===== config.mk =====
export PLATFORM = sky130hd
export DESIGN_NAME = seg_scan_controller
export DESIGN_NICKNAME = d
export VERILOG_FILES = /design/src/rtl/seg_scan_controller.sv
export SDC_FILE = /design/constraint.sdc
export NUM_CORES = 1
export LEC_CHECK = 0
export CAP_MARGIN = 10
export CORE_ASPECT_RATIO = 0.7
export CORE_MARGIN = 4
export CORE_UTILIZATION = 41
export CTS_CLUSTER_SIZE = 8
export DETAILED_ROUTE_END_ITERATION = 8
export PLACE_DENSITY_LB_ADDON = 0.05
export RECOVER_POWER = 25
export SLEW_MARGIN = 5
export SYNTH_ARGS = -nofsm -noshare
export SYNTH_HDL_FRONTEND = slang
export SYNTH_SLANG_ARGS = --single-unit

===== constraint.sdc =====
create_clock -name clk -period 3.1 [get_ports clk]
set_clock_uncertainty 0.05 [all_clocks]
set_input_delay 0.62 -clock clk [delete_from_list [all_inputs] [get_ports clk]]
set_output_delay 0.62 -clock clk [all_outputs]
set_load 0.05 [all_outputs]

===== src/rtl/seg_scan_controller.sv =====
// Multiplexed 7-segment scan controller: shadow/active digit banks with a
// once-per-frame tear-free commit, blanking gaps between digits, and registered outputs.
module seg_scan_controller #(
    parameter int NUM_DIGITS    = 4,
    parameter int REFRESH_DIV   = 50000,
    parameter int BLANK_CYCLES  = 16,
    parameter bit EN_ACTIVE_LOW = 1'b1,
    localparam int IW = (NUM_DIGITS > 1) ? $clog2(NUM_DIGITS) : 1
) (
    input  logic                  clk,
    input  logic                  rst_n,
    input  logic                  wr_valid,
    output logic                  wr_ready,
    input  logic [IW-1:0]         wr_digit,
    input  logic [3:0]            wr_code,
    input  logic                  wr_blank,
    output logic [3:0]            code,
    output logic [NUM_DIGITS-1:0] dig_en,
    output logic [IW-1:0]         scan_idx,
    output logic                  frame_tick
);

    localparam int MAXC = (REFRESH_DIV > BLANK_CYCLES) ? REFRESH_DIV : BLANK_CYCLES;
    localparam int CW   = $clog2(MAXC + 1);
    localparam logic [CW-1:0] BLANK_LAST = CW'(BLANK_CYCLES - 1);
    localparam logic [CW-1:0] SHOW_LAST  = CW'(REFRESH_DIV - 1);
    localparam logic [IW-1:0] LAST_IDX   = IW'(NUM_DIGITS - 1);
    localparam logic [NUM_DIGITS-1:0] ALL_OFF = {NUM_DIGITS{EN_ACTIVE_LOW}};

    typedef enum logic {ST_BLANK, ST_SHOW} state_t;

    state_t                      state_q, state_d;
    logic [CW-1:0]               cnt_q, cnt_d;
    logic [IW-1:0]               scan_d;
    logic                        commit;
    logic                        wr_fire;

    logic [NUM_DIGITS-1:0][3:0]  sh_code_q, sh_code_d;
    logic [NUM_DIGITS-1:0]       sh_blank_q, sh_blank_d;
    logic [NUM_DIGITS-1:0][3:0]  act_code_q, act_code_d;
    logic [NUM_DIGITS-1:0]       act_blank_q, act_blank_d;

    logic                        lit;
    logic [NUM_DIGITS-1:0]       onehot;
    logic [NUM_DIGITS-1:0]       dig_en_d;
    logic [3:0]                  code_d;

    always_comb begin
        state_d = state_q;
        cnt_d   = cnt_q + CW'(1);
        scan_d  = scan_idx;
        commit  = 1'b0;
        unique case (state_q)
            ST_BLANK: begin
                if (cnt_q == BLANK_LAST) begin
                    state_d = ST_SHOW;
                    cnt_d   = '0;
                    commit  = (scan_idx == '0);
                end
            end
            ST_SHOW: begin
                if (cnt_q == SHOW_LAST) begin
                    state_d = ST_BLANK;
                    cnt_d   = '0;
                    scan_d  = (scan_idx == LAST_IDX) ? '0 : scan_idx + IW'(1);
                end
            end
            default: state_d = ST_BLANK;
        endcase
    end

    // Out-of-range digit indices complete the handshake but never touch the shadow bank.
    always_comb begin
        wr_fire    = wr_valid && wr_ready && (int'(wr_digit) < NUM_DIGITS);
        sh_code_d  = sh_code_q;
        sh_blank_d = sh_blank_q;
        if (wr_fire) begin
            sh_code_d[wr_digit]  = wr_code;
            sh_blank_d[wr_digit] = wr_blank;
        end
        // A write landing on the commit edge is folded into the newly committed frame.
        act_code_d  = commit ? sh_code_d  : act_code_q;
        act_blank_d = commit ? sh_blank_d : act_blank_q;
    end

    always_comb begin
        lit      = (state_d == ST_SHOW) && !act_blank_d[scan_d];
        onehot   = NUM_DIGITS'(1) << scan_d;
        dig_en_d = lit ? (EN_ACTIVE_LOW ? ~onehot : onehot) : ALL_OFF;
        code_d   = act_code_d[scan_d];
    end

    always_ff @(posedge clk) begin
        if (!rst_n) begin
            state_q     <= ST_BLANK;
            cnt_q       <= '0;
            scan_idx    <= '0;
            sh_code_q   <= '0;
            sh_blank_q  <= '1;
            act_code_q  <= '0;
            act_blank_q <= '1;
            code        <= '0;
            dig_en      <= ALL_OFF;
            frame_tick  <= 1'b0;
            wr_ready    <= 1'b0;
        end else begin
            state_q     <= state_d;
            cnt_q       <= cnt_d;
            scan_idx    <= scan_d;
            sh_code_q   <= sh_code_d;
            sh_blank_q  <= sh_blank_d;
            act_code_q  <= act_code_d;
            act_blank_q <= act_blank_d;
            code        <= code_d;
            dig_en      <= dig_en_d;
            frame_tick  <= commit;
            wr_ready    <= !commit;
        end
    end

endmodule


Word level (Yosys, flattened, before mapping)
Cells that the tools add are included.
W data, S select, Z words.
{"block": "op_classes", "shift": 1, "n_addsub": 2, "eq_ne": 3, "bitwise_logic": 2, "n_mux": 25, "reduce_logical": 7, "magnitude_cmp": 3}
{"operator": "$mux W16", "count": 4}
{"operator": "$pmux W16 S2", "count": 1}
{"operator": "$add A16 B1 Y16 const B", "count": 1}
{"operator": "$bwmux W16", "count": 1}
{"operator": "$eq A16 B16 Y1 const B", "count": 1}
{"operator": "$eq A16 B4 Y1 const B", "count": 1}
{"operator": "$mux W4", "count": 4}
{"operator": "$bmux W4 S2", "count": 1}
{"operator": "$demux W4 S2", "count": 1}
{"operator": "$lt A2 B3 Y1 const B", "count": 2}
{"operator": "$mux W1", "count": 6}
{"operator": "$mux W2", "count": 3}
{"operator": "$bwmux W4", "count": 1}
{"operator": "$not A4 Y4", "count": 1}
{"operator": "$shl A1 B2 Y4 const A", "count": 1}
{"operator": "$logic_and A1 B1 Y1", "count": 3}
{"operator": "$add A2 B1 Y2 const B", "count": 1}
{"operator": "$bmux W1 S2", "count": 1}
{"operator": "$demux W1 S2", "count": 1}
{"operator": "$eq A2 B2 Y1 const B", "count": 1}
{"operator": "$ge A2 B1 Y1 const B", "count": 1}
{"operator": "$logic_not A1 Y1", "count": 2}
{"operator": "$logic_not A2 Y1", "count": 1}
{"operator": "$pmux W1 S2", "count": 1}
{"operator": "other kinds (2)", "count": 2}
{"block": "word_totals", "input_bits": 10, "regBits": 69, "wordCells": 60}

Logic depth before layout (Yosys ltp)
{"block": "logic_depth", "ltp_word": 12, "ltp_mapped": 11}

Worst setup path before layout
OpenSTA, ideal clock, no wires.
{"block": "synth_timing", "path_type": "flip-flop to flip-flop", "start": "register cnt_q[0]", "end": "register code[0]", "stages_incl_launch_ff": 11, "t_arrival_ns": 2.056, "synth_period_minus_slack_ns": 2.231, "t_required_ns": 2.925, "setup_slack_ns": 0.869, "cell_sequence": "dfxtp_1 > ha_1 > and3_1 > clkbuf_1 > and4b_1 > clkbuf_4 > and3_2 > or2_2 > buf_6 > a211oi_1 > o31ai_1"}
{"block": "synth_between", "elab_chain_cells": 6, "elab_cells_between_ends": 9, "classes_between": "2 x eq/ne; 7 x mux"}
{"item": "start, declared", "line": "33", "rtl": "logic [CW-1:0] cnt_q, cnt_d;"}
{"item": "start signal, assigned", "line": "108", "rtl": "cnt_q <= cnt_d;"}
{"item": "$eq A16 B4 Y1", "line": "55", "rtl": "if (cnt_q == BLANK_LAST) begin"}
{"item": "$mux W1", "line": "55"}
{"item": "$mux W1", "line": "53", "rtl": "unique case (state_q)"}
{"item": "$mux W16", "line": "82", "rtl": "act_code_d = commit ? sh_code_d : act_code_q;"}
{"item": "$bmux W4 S2 *", "line": "90", "rtl": "code_d = act_code_d[scan_d];"}
{"item": "$mux W4 (not written as such) *", "line": "90"}
{"item": "end signal, assigned", "line": "114", "rtl": "code <= code_d;"}
{"item": "end, declared", "line": "17", "rtl": "output logic [3:0] code,"}
Every way passes the cells marked *; elsewhere a longest branch is shown, timed or not. The select of a mux whose other input is x is not followed.
A chain may end at the register's enable or synchronous reset.

Worst setup path in the final report
Same ends and word-level chain as after synthesis.

==> metrics <==
status completed; dpl ws ~0.52 ns; I/O pin count 22; Mapped Cells approximately 300; flops & latches, synth slightly below 70; DR vias 2086; EDFF count, synth 0; Slew Limit Fails 0; ys flop type dfxtp_1; CTS Buf Count 9; Synth cell types about 40; Worst Hold End cnt_q[0]$_SDFF_PN0_; Max IR drop VDD 0.256 mV; PwrDens roughly 500 nW/µm²; layout cells sized above 1 0.0848; total power around 0.0017 W; P&R area growth vs syn 15.7%; CP delay by family, top simple AND/OR/NAND/NOR gates; Core Util, Final 0.486; Async SR Flop Fraction 0; initial antenna violation count 0; post_cts resized 0; fin crit period between 2 and 2.5 ns; CTS tree yes; hold path depth 1; Slowest-stage cell, CP nand3_1; CP max stage delay ~0.46 ns; Final HPWL DP between 4000 and 5000 µm; worst path bufs/invs 0; arrival time at the worst endpoint 2.69 ns; leak pwr 1.30 nW; Starting Density 0.420; Reg power frac 0.535; crit path cell chain ha_1 -> and3_1 -> nand3_1 -> o21ai_0 -> and2_2 -> nand2_1 -> o31ai_1; Initial DRT Pass Iterations 4; gpl congestion between 0.7 and 0.8; post-cts hold buffer count 0; Final Hold Fails 0; H-tree levels 3; 1st-iter DRT viols between 70 and 80; largest net degree at the start of global routing 24; Site Rows 25; min-delay src cnt_q[0]$_SDFF_PN0_; CP Depth 7; Fmax achieved roughly 400 MHz; max_cap viols 0; clock slew at reported path FFs about 0.070 ns; Crit. End Element register; total wire length 6120 µm; count leader, synth dfxtp_1; Routed Antenna Nets 0; worst relative slew slack 0.515; Tot GR Track Use 0.161; ANT cells 0; worst skew pair latency 0.35 ns; Internal 0.00131 W; final setup fails 0; CTS root buffer clkbuf_8; worst r2r dst code[0]$_SDFF_PN0_; Synth area leader dfxtp_1; Switching Share 0.220; grt total ovfl 0; reg2reg path depth 7; Critical R2R Launch cnt_q[0]$_SDFF_PN0_; part of the cycle the worst path needs 0.799; Syn Area/Cell around 9.3 µm²; Crit Path Category register to register; crit-path max FO 12; clk buf depth 2; Worst Setup Start Kind register; share of Yosys cell area claimed by the top area cell type 0.489; cell area after synthesis ~2800 µm²; NetSw between 0.0003 and 0.0004 W; layout net count about 340; I/O Buffers 21; RSZ-0062 raised after global routing false; number of global-route vias before repair about 2000; postcts setup bufs 0; Comb pwr share 0.037; worst slew pin tran about 0.73 ns; Post-Synthesis Net Count between 300 and 400; Post-synth top cells dfxtp_1, nor2_1, mux2i_1; YS warnings 0; worst path required time 3.31 ns; post-synthesis sequential area ratio 0.489; largest cells by area after synthesis dfxtp_1, mux2i_1, nor2_1; wire per inst between 10 and 15 µm; vias per cell approximately 5; flop2flop setup slack between 0.6 and 0.7 ns; fin worst setup slack slightly above 0.6 ns; CORE AREA ~6700 µm²; height of the chip about 77 µm; Tightest Hold Check Type register to register; global-route wire length before repair approximately 10000 µm; # DRC 0; setup TNS 0 ns; Die Span X around 110 µm; clock sink count 69; clock power share 0.429; Die ar. about 8300 µm²
worst max path at each step:
stage	from	to	slack, ns
floorplan	cnt_q[0]$_SDFF_PN0_	code[0]$_SDFF_PN0_	0.87
global placement	wr_valid	code[2]$_SDFF_PN0_	0.53
detailed placement	wr_valid	code[2]$_SDFF_PN0_	0.52
CTS	cnt_q[0]$_SDFF_PN0_	code[0]$_SDFF_PN0_	0.64
global route	cnt_q[0]$_SDFF_PN0_	code[0]$_SDFF_PN0_	0.47
finish	cnt_q[0]$_SDFF_PN0_	code[0]$_SDFF_PN0_	0.62
layout make-up:
type	instances	area [µm²]
flip-flops and latches	69	1380
fillers	646	3450
inverters	6	22.5
repair buffers	27	251
clock buffers	12	145
well taps	94	118
multi-input cells	212	1310
clock inverters	4	47.5
flip-flops by register name, summed over array words and instances (netlist names):
name	count
frame_tick	1
dig_en	4
scan_idx	2
code	4
state_q	1
sh_code_q	16
sh_blank_q	4
act_code_q	16
act_blank_q	4
wr_ready	1
cnt_q	16
metal layers:
metal  routed length (µm)  GRT usage  vias to the layer above
li1                     -          -                     1077
met1                 3570      0.248                      967
met2                 2210      0.199                       31
met3                  247     0.0549                       11
met4                   96     0.0613                        0
met5                    0          0                        -
kinds of logic after synthesis:
family                     after synthesis  synth area share
muxes                                   25            0.0899
xor gates and xnor gates                14            0.0434
AOI/OAI and AO/OA                       49            0.0974
buffers and inverters                   22            0.0474
DFF                                     69             0.489
adders and majority gates                3            0.0133
and+or+nand+nor                        121             0.220
placed cells by master, fill, tap and decap left out, drive strengths merged:
cell           netlist  routed
dfxtp               69      69
nor2                44      44
o21ai               29      29
mux2i               22      22
nand2               20      20
clkdlybuf4s50        0      19
and2                17      17
nand3               15      15
clkbuf              11      13
a21oi               10      10
xor2                 8       8
nor3                 7       7
inv                  6       6
xnor2                6       6
o211ai               6       6
buf                  4       5
and3                 5       5
ha                   3       3
mux2                 3       3
nor4                 2       2
nand4b               2       2
clkinv               0       2
dlygate4sd3          0       2
or3                  2       2
and4b                1       1
or4                  1       1
nor4b                1       1
or4b                 1       1
nand4                1       1
or2                  1       1
o22ai                1       1
a211oi               1       1
o31ai                1       1
o221ai               1       1
nor2b                1       1
clkinvlp             0       1
bufinv               0       1
power by group through the flow:
| stage | sequential (W) | combinational, W | clock, W |
|---|---|---|---|
| CTS | 0.000900 | 0.0000638 | 0.000741 |
| finish | 0.000900 | 0.0000619 | 0.000721 |
| global placement | 0.000920 | 0.0000638 | 0 |
| detailed placement | 0.000920 | 0.0000636 | 0 |
| global route | 0.000900 | 0.0000688 | 0.000779 |
| floorplan | 0.000922 | 0.0000327 | 0 |
metrics by stage:
step | hold slack, ns | instance area (µm²) | cells
after floorplan | 0.363 | 2830 | 303
after global placement | 0.382 | 3090 | 408
after detailed placement | 0.385 | 3090 | 408
after CTS | 0.395 | 3280 | 424
after global routing | 0.415 | 3270 | 424
final | 0.391 | 3270 | 424
Note: power is estimated with default switching activity, not from simulation.
